===== config.mk =====
export PLATFORM = sky130hd
export DESIGN_NAME = vram_arbiter
export DESIGN_NICKNAME = d
export VERILOG_FILES = /design/src/rtl/vram_arbiter.sv
export SDC_FILE = /design/constraint.sdc
export NUM_CORES = 1
export LEC_CHECK = 0
export ABC_AREA = 1
export CAP_MARGIN = 0
export CELL_PAD_IN_SITES_DETAIL_PLACEMENT = 0
export CELL_PAD_IN_SITES_GLOBAL_PLACEMENT = 1
export CORE_MARGIN = 5
export CORE_UTILIZATION = 32
export CTS_CLUSTER_SIZE = 40
export DETAILED_ROUTE_END_ITERATION = 8
export HOLD_SLACK_MARGIN = 0.02
export PLACE_DENSITY_LB_ADDON = 0.1
export SLEW_MARGIN = 20
export SYNTH_ARGS = -nofsm -noshare
export SYNTH_HDL_FRONTEND = slang
export SYNTH_SLANG_ARGS = --single-unit
export TNS_END_PERCENT = 10

===== constraint.sdc =====
create_clock -name clk14 -period 1.7 [get_ports clk14]
set_clock_uncertainty 0.1 [all_clocks]
set_input_delay 0.34 -clock clk14 [delete_from_list [all_inputs] [get_ports clk14]]
set_output_delay 0.34 -clock clk14 [all_outputs]
set_load 0.05 [all_outputs]

===== src/rtl/vram_arbiter.sv =====
`default_nettype none
// ============================================================================
// vram_arbiter: shares the 16 KB video RAM between ULA fetch and Z80, 2-cycle slots
// Revision 1.0
// ============================================================================
module vram_arbiter #(
  parameter int unsigned CPU_MAX_DEFER = 4
) (
  input  logic        clk14,
  input  logic        rst_n,
  input  logic        ula_req,
  input  logic [13:0] ula_va,
  output logic [7:0]  ula_dout,
  output logic        ula_ack,
  output logic        ula_ovf,
  input  logic [15:0] cpu_a,
  input  logic        cpu_mreq_n,
  input  logic        cpu_rd_n,
  input  logic        cpu_wr_n,
  input  logic [7:0]  cpu_din,
  output logic [7:0]  cpu_dout,
  output logic        cpu_wait_n,
  output logic [13:0] sram_a,
  output logic [7:0]  sram_din,
  input  logic [7:0]  sram_dout,
  output logic        sram_we_n
);

  typedef enum logic [2:0] {
    S_IDLE = 3'd0,
    S_U_A  = 3'd1,
    S_U_D  = 3'd2,
    S_C_A  = 3'd3,
    S_C_D  = 3'd4
  } state_t;

  localparam logic [3:0] C_MAX_DEFER = 4'(CPU_MAX_DEFER);

  state_t      state_q, state_d;
  logic [13:0] ula_addr_q, ula_addr_d;
  logic        ula_pend_q, ula_pend_d;
  logic        ula_ovf_q, ula_ovf_d;
  logic [3:0]  defer_q, defer_d;
  logic        cpu_done_q, cpu_done_d;
  logic [13:0] sram_a_q, sram_a_d;
  logic [7:0]  ula_dout_q, ula_dout_d;
  logic        ula_ack_q, ula_ack_d;
  logic [7:0]  cpu_dout_q, cpu_dout_d;

  logic        cpu_req;
  logic        cpu_elig;
  logic        decide;
  logic        enter_ua;
  logic        enter_ca;
  logic [13:0] slot_a;

  always_comb begin
    cpu_req  = ~cpu_mreq_n & (cpu_a[15:14] == 2'b01) & (~cpu_rd_n | ~cpu_wr_n);
    // The slot ending in C_D must not re-grant the same request before cpu_done lands.
    cpu_elig = cpu_req & ~cpu_done_q & (state_q != S_C_D);
    decide   = (state_q == S_IDLE) | (state_q == S_U_D) | (state_q == S_C_D);

    state_d = state_q;
    case (state_q)
      S_U_A:   state_d = S_U_D;
      S_C_A:   state_d = S_C_D;
      default: begin
        if (cpu_elig && (defer_q == C_MAX_DEFER)) state_d = S_C_A;
        else if (ula_pend_q || ula_req)           state_d = S_U_A;
        else if (cpu_elig)                        state_d = S_C_A;
        else                                      state_d = S_IDLE;
      end
    endcase

    enter_ua = (state_d == S_U_A);
    enter_ca = (state_d == S_C_A);
    // A pending fetch is served first; a same-edge request then becomes the new pending one.
    slot_a   = ula_pend_q ? ula_addr_q : ula_va;

    ula_addr_d = ula_req ? ula_va : ula_addr_q;
    ula_pend_d = enter_ua ? (ula_pend_q & ula_req) : (ula_pend_q | ula_req);
    ula_ovf_d  = ula_ovf_q | (ula_req & ula_pend_q & ~enter_ua);

    defer_d = defer_q;
    if (!cpu_req || cpu_done_q || enter_ca) defer_d = 4'd0;
    else if (decide && cpu_elig && enter_ua) defer_d = defer_q + 4'd1;

    cpu_done_d = cpu_done_q;
    if (!cpu_req)                cpu_done_d = 1'b0;
    else if (state_q == S_C_D)   cpu_done_d = 1'b1;

    sram_a_d = sram_a_q;
    if (enter_ua)      sram_a_d = slot_a;
    else if (enter_ca) sram_a_d = cpu_a[13:0];

    ula_ack_d  = (state_q == S_U_D);
    ula_dout_d = (state_q == S_U_D) ? sram_dout : ula_dout_q;
    cpu_dout_d = ((state_q == S_C_D) && !cpu_rd_n) ? sram_dout : cpu_dout_q;
  end

  always_ff @(posedge clk14 or negedge rst_n) begin
    if (!rst_n) begin
      state_q    <= S_IDLE;
      ula_addr_q <= 14'd0;
      ula_pend_q <= 1'b0;
      ula_ovf_q  <= 1'b0;
      defer_q    <= 4'd0;
      cpu_done_q <= 1'b0;
      sram_a_q   <= 14'd0;
      ula_dout_q <= 8'd0;
      ula_ack_q  <= 1'b0;
      cpu_dout_q <= 8'd0;
    end else begin
      state_q    <= state_d;
      ula_addr_q <= ula_addr_d;
      ula_pend_q <= ula_pend_d;
      ula_ovf_q  <= ula_ovf_d;
      defer_q    <= defer_d;
      cpu_done_q <= cpu_done_d;
      sram_a_q   <= sram_a_d;
      ula_dout_q <= ula_dout_d;
      ula_ack_q  <= ula_ack_d;
      cpu_dout_q <= cpu_dout_d;
    end
  end

  assign ula_dout   = ula_dout_q;
  assign ula_ack    = ula_ack_q;
  assign ula_ovf    = ula_ovf_q;
  assign cpu_dout   = cpu_dout_q;
  assign sram_a     = sram_a_q;
  assign sram_din   = ((state_q == S_C_A) || (state_q == S_C_D)) ? cpu_din : 8'd0;
  assign sram_we_n  = ~((state_q == S_C_D) & ~cpu_wr_n);
  assign cpu_wait_n = ~rst_n | ~(cpu_req & ~cpu_done_q);

endmodule
`default_nettype wire


==> metrics, run 1 <==
total grt overflow=0; dpl ws=-0.361 ns; largest net degree at the start of global routing=56; Top Ports=94; f_max=526 MHz; dominant synthesized flop cell=dfrtp_1; status=finished with violations; layout cells sized above 1=0.260; clk slew on worst S/H paths=0.11 ns; n_diodes=0; share of synthesized area spent on multiplexers=0; TritonCTS Buffers=5; TritonCTS clock tree=yes; first-pass GRT wire length=11,000 um; GR Util All Layers=0.134; reg2reg end=sram_a[11]; unrepaired setup endpoints after global routing=yes; worst-case reg-to-reg path depth=9; initial core utilization=0.333; port buffer count=93; Via-to-Cell Ratio=4.36; Mapped Nets=373; Critical Path Source Type=register; YS warnings=0; root buf cell=clkbuf_8; Hold Fails Final Rpt=0; clock tree buffer depth=2; maximum fanout along the worst path=8; reg2reg setup slack=0.01 ns; endpoints failing setup=10; clk sinks=55; sequential-to-total area share from yosys stat=0.529; Synth Cell Area=2600 um^2; simple-gate portion of the synthesized area=0.251; Final Net Count=484; slew margin rel.=0.537; initial antenna violation count=0; fin crit share=1.12; Pleak=2.01 nW; max_cap viols=0; Avg Inst Size Synth=8.15 um^2; Slew Limit Fails=0; Worst Max-Slew Pin Slew=0.695 ns; post-DP HPWL=4800 um; min cycle time layout=1.90 ns; detail-routed net length per standard cell=12.3 um; H-Tree Depth=2; peak supply drop=0.994 mV; XOR/XNOR Fraction of Synth Area=0.00673; Area Overhead vs Synth=56.9%; DR vias=2,323; RD Place Congestion=0.723; register bit total from synthesis=55; main combinational cell family by area after synthesis=simple AND/OR/NAND/NOR gates; Placed Cells=519; synthesized instance count=319; ANT nets after route=0; worst endpoint required time=1.26 ns; CP Class=reg2out; vias in the first global route=2,297; failing checks=negative setup slack; Worst EP arrival=1.46 ns; starting DRC count in detailed routing=100; # DRC=0; r2r startpoint=state_q[1]; Worst setup EP type=output port; Rows=32; Non-Filler Instances=533; final worst slack=-0.200 ns; Pwr Density=1780 nW/um^2; drt pass-1 iters=4; complex-gate fraction of the synthesized area=0.111; core area=7810 um^2; Total Wirelength=6580 um; Die Width=100 um; number of flops mapped to enable cells by yosys=0; Post-Synth Adder-Cell Area=0.00962; Die H=100 um; full die area=10,000 um^2; Clk Latency, worst-skew pair=0.31 ns; Post-synth ARST share=1.00; library cells used by synthesis=27; Worst Hold Class=in2async
[report_power, final]
group          total (mW)  internal [mW]  switching (mW)
combinational        4.20           1.53            2.66
sequential           2.01           1.73           0.282
clock                1.05          0.598           0.457
total                7.26           3.86            3.40
[worst max-delay path by stage]
stage                           from     endpoint  slack (ns)  depth (start not counted)
after detailed placement     ula_req    sram_a[1]       -0.36                          8
after floorplan           state_q[2]  sram_din[0]        0.01                          5
final                     state_q[1]  sram_din[0]       -0.20                          5
after global routing      state_q[1]  sram_din[0]       -0.28                          5
after global placement       ula_req    sram_a[2]       -0.33                          8
after CTS                 state_q[2]  sram_din[0]       -0.20                          7
[stage by stage]
stage                util  hold WS (ns)  cell area [um^2]  TNS [ns]  total power [mW]
floorplan               -       -0.0556              2680         0              4.62
global placement    0.483         0.371              3770     -6.30              5.93
detailed placement  0.483         0.374              3770     -6.45              5.96
CTS                 0.515         0.126              4020     -1.89              7.24
global route        0.523         0.183              4080     -4.32              7.72
finish              0.523         0.122              4080     -1.69              7.26
[kinds of logic (layout without fill, tap and decap cells)]
| kind of cell | Yosys count | count (layout) |
|---|---|---|
| AOI/OAI and AO/OA | 52 | 52 |
| adders and majority gates | 2 | 2 |
| DFF | 55 | 55 |
| buffers and inverters | 56 | 168 |
| xor gates and xnor gates | 2 | 2 |
| and+or+nand+nor | 152 | 152 |
[cells in the final DEF (no fill, tap or decap), types with 3 or more instances in the layout]
master and count:
buf_6 5, inv_1 39, nand2_1 81, inv_2 3, nor2_1 18, a21oi_1 15, clkdlybuf4s50_1 50, nand3_2 4
nor2_4 12, dfrtp_1 53, buf_12 8, buf_8 6, buf_4 47, o21ai_0 29, nand3_1 22, clkbuf_8 5
nand4_1 4, nand2_2 4
[registers in the layout, summed over array words and instances (netlist names)]
register and flops:
cpu_dout 8, ula_dout 8, ula_pend_q 1, defer_q 4, ula_ack 1, cpu_done_q 1
state_q 3, ula_ovf 1, ula_addr_q 14, sram_a 14
[cell type report]
cell class / instances / area (um^2)
multi-input combinational: 208 / 1110
sequential: 55 / 1380
clock buffer: 5 / 68.8
tap: 102 / 128
clock inverter: 3 / 71.3
inverter: 43 / 164
timing repair buffer: 117 / 1160
fill: 743 / 3730
[metal layers]
metal | track usage | wire [um]
met5 | 0 | 0
met2 | 0.212 | 2970
met3 | 0.0382 | 473
met1 | 0.184 | 3090
met4 | 0.0280 | 51
[synth_stat cells (all sizes together), types with 2 or more instances]
cell type / n / share of area
or2: 3 / 0.0072
a21oi: 17 / 0.034
nand2: 87 / 0.13
xor2: 2 / 0.0067
buf: 6 / 0.021
inv: 43 / 0.062
dfrtp: 55 / 0.53
ha: 2 / 0.0096
clkbuf: 7 / 0.010
o21ai: 32 / 0.064
nand3: 26 / 0.052
nand4: 4 / 0.0096
nor2: 31 / 0.051
[worst max-delay path: stages, from the launching register on]
cell and delay [ns]:
dfrtp_1 0.45, nor2_4 0.20, a21oi_4 0.08, buf_12 0.15, nor2_4 0.11, buf_8 0.15
[repair_timing]
action | 4_1_cts | 5_1_grt
pin swaps | 2 | 1
cloned | 0 | 0
resized for setup | 17 | 15
hold buffers | 0 | 0
endpoints found under the hold margin | 0 | 0
setup endpoints to repair | 27 | 32
setup buffers | 5 | 1
No activity file was read; power rests on OpenSTA's default activity.
==> run 2, diff against run 1 <==
GPL_TIMING_DRIVEN = 0   (was unset)
TNS_END_PERCENT = 1   (was 10)
==> metrics, run 2 (synthesis results as in run 1) <==
Non-Filler Instances=537 (+0.75%); Clk Latency, worst-skew pair=0.31 ns (about the same); full die area=10,000 um^2 (unchanged); Critical Path Source Type=register; endpoints failing setup=29 (+19); M1 WL=3360 um (+8.9%); Placement Cell Area=3750 um^2 (-0.37%); drt pass-1 iters=4 (unchanged); Total Wirelength=7110 um (+8.0%); slew margin rel.=0.459 (-0.0775); fin crit share=1.11 (-0.00295); ANT nets after route=0 (unchanged); reg2reg setup slack=-0.07 ns (-0.08 ns); peak supply drop=0.982 mV (-1.3%); Area Overhead vs Synth=55.3%; layout cells sized above 1=0.177 (-0.0828); TritonCTS Buffers=5 (unchanged); initial antenna violation count=0 (unchanged); total grt overflow=0 (unchanged); Die H=100 um (unchanged); detail-routed net length per standard cell=13.2 um (+7.2%); failing checks=negative setup slack; top sig layer=met4; # DRC=0 (unchanged); Via-to-Cell Ratio=4.51 (+3.5%); Top Ports=94 (unchanged); Sw Share=0.501 (+0.0331); GR Util All Layers=0.144 (+0.00967); Critical Path Source=state_q[2]; Slew Limit Fails=0 (unchanged); initial core utilization=0.333 (unchanged); clk slew on worst S/H paths=0.10 ns (about the same); Pleak=1.98 nW (-1.7%); max_cap viols=0 (unchanged); Worst Hold Class=reg2reg; hold slack final=0.392 ns (+0.270 ns); Reg power frac=0.291 (+0.014); Die Width=100 um (unchanged); CP Class=reg2out; Rows=32 (unchanged); TritonCTS clock tree=yes; n_diodes=0 (unchanged); combinational share of power=0.602 (+0.024); commonest cells after routing, fill and taps aside=nand2_1, dfrtp_1, clkdlybuf4s50_1; Worst Max-Slew Pin Slew=0.808 ns (+0.114 ns); Worst EP arrival=1.45 ns (about the same); port buffer count=93 (unchanged); f_max=528 MHz (+0.26%); DR vias=2,422 (+4.3%); Worst Hold Launch=cpu_dout[3]; Hold Fails Final Rpt=0 (unchanged); met2 WL=3220 um (+8.5%); vias in the first global route=2,394 (+4.2%); cell internal pwr=3.37 mW (-13%); sw power=3.39 mW (-0.37%); min cycle time layout=1.89 ns (-0.00502 ns); clock tree buffer depth=2 (unchanged); first-pass GRT wire length=11,700 um (+6.5%); RD Place Congestion=0.731 (+1.1%); post-DP HPWL=5160 um (+7.5%); worst endpoint required time=1.26 ns (about the same); Final Net Count=488 (+0.83%); Final Util=0.517 (-0.00529); Pwr Density=1670 nW/um^2 (-6.0%); maximum fanout along the worst path=8 (unchanged); cell area after layout=4040 um^2 (-1.0%); final worst slack=-0.195 ns (+0.00502 ns); routed wl met3=465 um (-1.7%); r2r startpoint=state_q[0]; starting DRC count in detailed routing=109 (+9.0%); unrepaired setup endpoints after global routing=yes; root buf cell=clkbuf_8; status=finished with violations; largest net degree at the start of global routing=38 (-32%); clk sinks=55 (unchanged); H-Tree Depth=2 (unchanged); Worst setup EP type=output port; core area=7810 um^2 (unchanged); Placed Cells=515 (-0.77%); most common cell after layout, fill and taps aside=nand2_1; clock power share=0.107 (-0.038); setup TNS=-2.64 ns (-0.953 ns)
## run 2: changes by cell type in the layout (fill, tap and decap cells not counted), moves of 4 or more
cell,delta
buf_12,-5
buf_4,-37
buf_6,+8
buf_8,-4
clkbuf_1,+4
clkbuf_2,+4
clkdlybuf4s15_1,+14
dlygate4sd2_1,+17
## run 2: repair_timing
action,in CTS,in global routing
endpoints found under the setup margin,80,61
hold endpoints to repair,18,0
pin swaps,3,4
hold buffers,3,0
gates resized for setup,113,31
gates cloned,0,0
setup buffers,4,8
## run 2: per-stage QoR
stage	setup slack (ns)	power (mW)
2_1_floorplan	0.0140	4.62
3_3_place_gp	-2.53	5.92
3_5_place_dp	-0.682	5.94
4_1_cts	-0.248	6.66
5_1_grt	-0.273	7.21
6_report	-0.195	6.76
## run 2: cell type report
type | count | area, um^2
buffer | 13 | 92.6
inverter | 43 | 161
multi-input combinational | 208 | 1120
timing repair buffer | 108 | 1070
clock inverter | 2 | 12.5
sequential | 55 | 1380
clock buffer | 6 | 72.6
fill | 779 | 3770
tap | 102 | 128
## run 2: worst paths after layout
path                       depth (start not counted)     endpoint
max                                                7  sram_din[4]
min                                                2  cpu_dout[3]
max reg2reg                                       10    sram_a[1]
min reg2reg                                        2  cpu_dout[3]
max in group asynchronous                          2    sram_a[4]
min in group asynchronous                          4  cpu_dout[1]
## run 2: worst max-delay path: stages (launching register included)
cell and delay, ns:
dfrtp_2 0.42, inv_2 0.08, nand2_4 0.06, nor2_4 0.15, a21oi_4 0.05, buf_12 0.15
nor2_4 0.09, buf_8 0.15
## run 2: power by group through the flow
stage | combinational, mW | clock, mW | sequential, mW
floorplan | 1.49 | 0 | 3.13
global placement | 3.93 | 0 | 1.99
detailed placement | 3.95 | 0 | 1.99
CTS | 3.95 | 0.748 | 1.96
global route | 4.37 | 0.815 | 2.02
finish | 4.07 | 0.724 | 1.97
## run 2: metal layers
| metal | vias up | track usage |
|---|---|---|
| li1 | 1227 | - |
| met1 | 1116 | 0.202 |
| met2 | 74 | 0.223 |
| met3 | 5 | 0.0361 |
| met4 | 0 | 0.0342 |
| met5 | - | 0 |
==> run 3, diff against run 2 <==
clock period = 2 ns   (was 1.7 ns; I/O delays follow)
==> metrics, run 3 (synthesis results as in run 1) <==
Sw Share=0.492 (-0.00872); clk sinks=55 (unchanged); worst-case reg-to-reg path depth=9 (-1); cell internal pwr=2.88 mW (-15%); Top Ports=94 (unchanged); crit path max-delay cell type=dfrtp_2; min cycle time layout=1.99 ns; dpl ws=-0.615 ns (+0.0670 ns); Hold Fails Final Rpt=0 (unchanged); f_max=501 MHz; Slew Limit Fails=0 (unchanged); Final Net Count=482 (-1.2%); n_diodes=0 (unchanged); Tot Pwr=5.67 mW (-16%); slew margin rel.=0.648 (+0.189); H-Tree Depth=2 (unchanged); DR vias=2,401 (-0.87%); r2r startpoint=state_q[0]; Die H=100 um (unchanged); endpoints failing setup=0 (-100%); final worst slack=0.00569 ns (+0.201 ns); starting DRC count in detailed routing=133 (+22%); root buf cell=clkbuf_8; Worst Hold Class=in2async; Critical Path Max Stage Delay=0.46 ns (+0.04 ns); Total Wirelength=7210 um (+1.4%); worst endpoint required time=1.50 ns (+0.24 ns); post-DP HPWL=5290 um (+2.6%); layout cells sized above 1=0.131 (-0.0465); CP Class=reg2out; max_cap viols=0 (unchanged); maximum fanout along the worst path=5 (-3); Reg power frac=0.295 (+0.004); Rows=32 (unchanged); Final Util=0.509 (-0.00833); detail-routed net length per standard cell=13.6 um (+2.6%); core area=7810 um^2 (unchanged); Critical Path Source Type=register; clk slew on worst S/H paths=0.10 ns (about the same); clock tree buffer depth=2 (unchanged); Pleak=2.16 nW (+9.5%); combinational share of power=0.584 (-0.018); status=completed; RD Place Congestion=0.735 (+0.51%); TritonCTS Buffers=5 (unchanged); drt pass-1 iters=4 (unchanged); total grt overflow=0 (unchanged); first-pass GRT wire length=11,800 um (+0.89%); Worst setup EP type=output port; TritonCTS clock tree=yes; reg2reg setup slack=0.21 ns (+0.28 ns); Worst EP arrival=1.49 ns (+0.04 ns); peak supply drop=0.786 mV (-20%); Pwr Density=1430 nW/um^2 (-15%); Clk Latency, worst-skew pair=0.30 ns (about the same); reg2reg end=sram_a[1]; Worst Max-Slew Pin Slew=0.527 ns (-0.281 ns); crit-path cells=nor2_4, nand2_4, or2_2, buf_6; initial antenna violation count=0 (unchanged); most common cell after layout, fill and taps aside=nand2_1; ANT nets after route=0 (unchanged); Crit path max-delay family=simple AND/OR/NAND/NOR gates; vias in the first global route=2,369 (-1.0%); commonest cells after routing, fill and taps aside=nand2_1, dfrtp_1, clkdlybuf4s50_1; full die area=10,000 um^2 (unchanged); largest net degree at the start of global routing=32 (-16%); port buffer count=93 (unchanged); Area Overhead vs Synth=52.8%; Via-to-Cell Ratio=4.52 (+0.25%); fin crit share=0.997; # DRC=0 (unchanged); unrepaired setup endpoints after global routing=yes; GR Util All Layers=0.144 (+0.000355); Die Width=100 um (unchanged); initial core utilization=0.333 (unchanged); clock power share=0.121 (+0.014); worst path bufs/invs=1 (-2); sw power=2.79 mW (-18%)
## run 3: power by group through the flow
stage	clock network (mW)	logic, mW	registers (mW)
floorplan	0	1.16	2.65
global placement	0	3.23	1.68
detailed placement	0	3.25	1.68
CTS	0.710	3.25	1.68
global route	0.754	3.57	1.72
finish	0.686	3.31	1.67
## run 3: cell type report
| type | count | area (um^2) |
|---|---|---|
| clock buffers | 7 | 96.3 |
| plain buffers | 13 | 83.8 |
| repair buffers | 102 | 1090 |
| fillers | 784 | 3830 |
| inverters | 43 | 161 |
| well taps | 102 | 128 |
| clock inverters | 1 | 7.51 |
| multi-input cells | 208 | 1020 |
| flip-flops and latches | 55 | 1380 |
## run 3: through the flow
stage	TNS [ns]	instances	hold slack (ns)	area (um^2)
final	0	531	0.0414	3980
after global placement	-93.84	514	0.364	3660
after floorplan	-0.777	319	0.00441	2600
after global routing	-0.384	531	0.0506	3980
after detailed placement	-11.41	515	0.234	3680
after CTS	-0.416	527	0.0387	3840
## run 3: worst max-delay path by stage
stage / startpoint / to / slack, ns / cells after the start
after detailed placement: state_q[2] / sram_din[7] / -0.62 / 6
after global placement: rst_n / cpu_wait_n / -2.32 / 3
final: state_q[0] / sram_we_n / 0.006 / 4
after global routing: state_q[0] / sram_we_n / -0.06 / 4
after CTS: state_q[2] / sram_din[7] / -0.06 / 6
after floorplan: state_q[2] / sram_din[0] / -0.1 / 5
## run 3: metal layers
layer / vias up / routed length, um / GRT usage
met2: 68 / 3090 / 0.209
met4: 0 / 48 / 0.0249
met3: 5 / 458 / 0.0438
met1: 1111 / 3610 / 0.215
met5: - / 0 / 0
li1: 1217 / - / -
## run 3: tightest hold or removal path: stages
cell and delay, ns:
buf_4 0.11, buf_12 0.11, buf_12 0.19
## run 3: repair_timing
| item | 4_1_cts | 5_1_grt |
|---|---|---|
| buffers inserted | 0 | 4 |
| endpoints found under the hold margin | 24 | 0 |
| pin swaps | 0 | 4 |
| setup endpoints to repair | 20 | 36 |
| resized for setup | 75 | 38 |
| hold buffers | 4 | 0 |
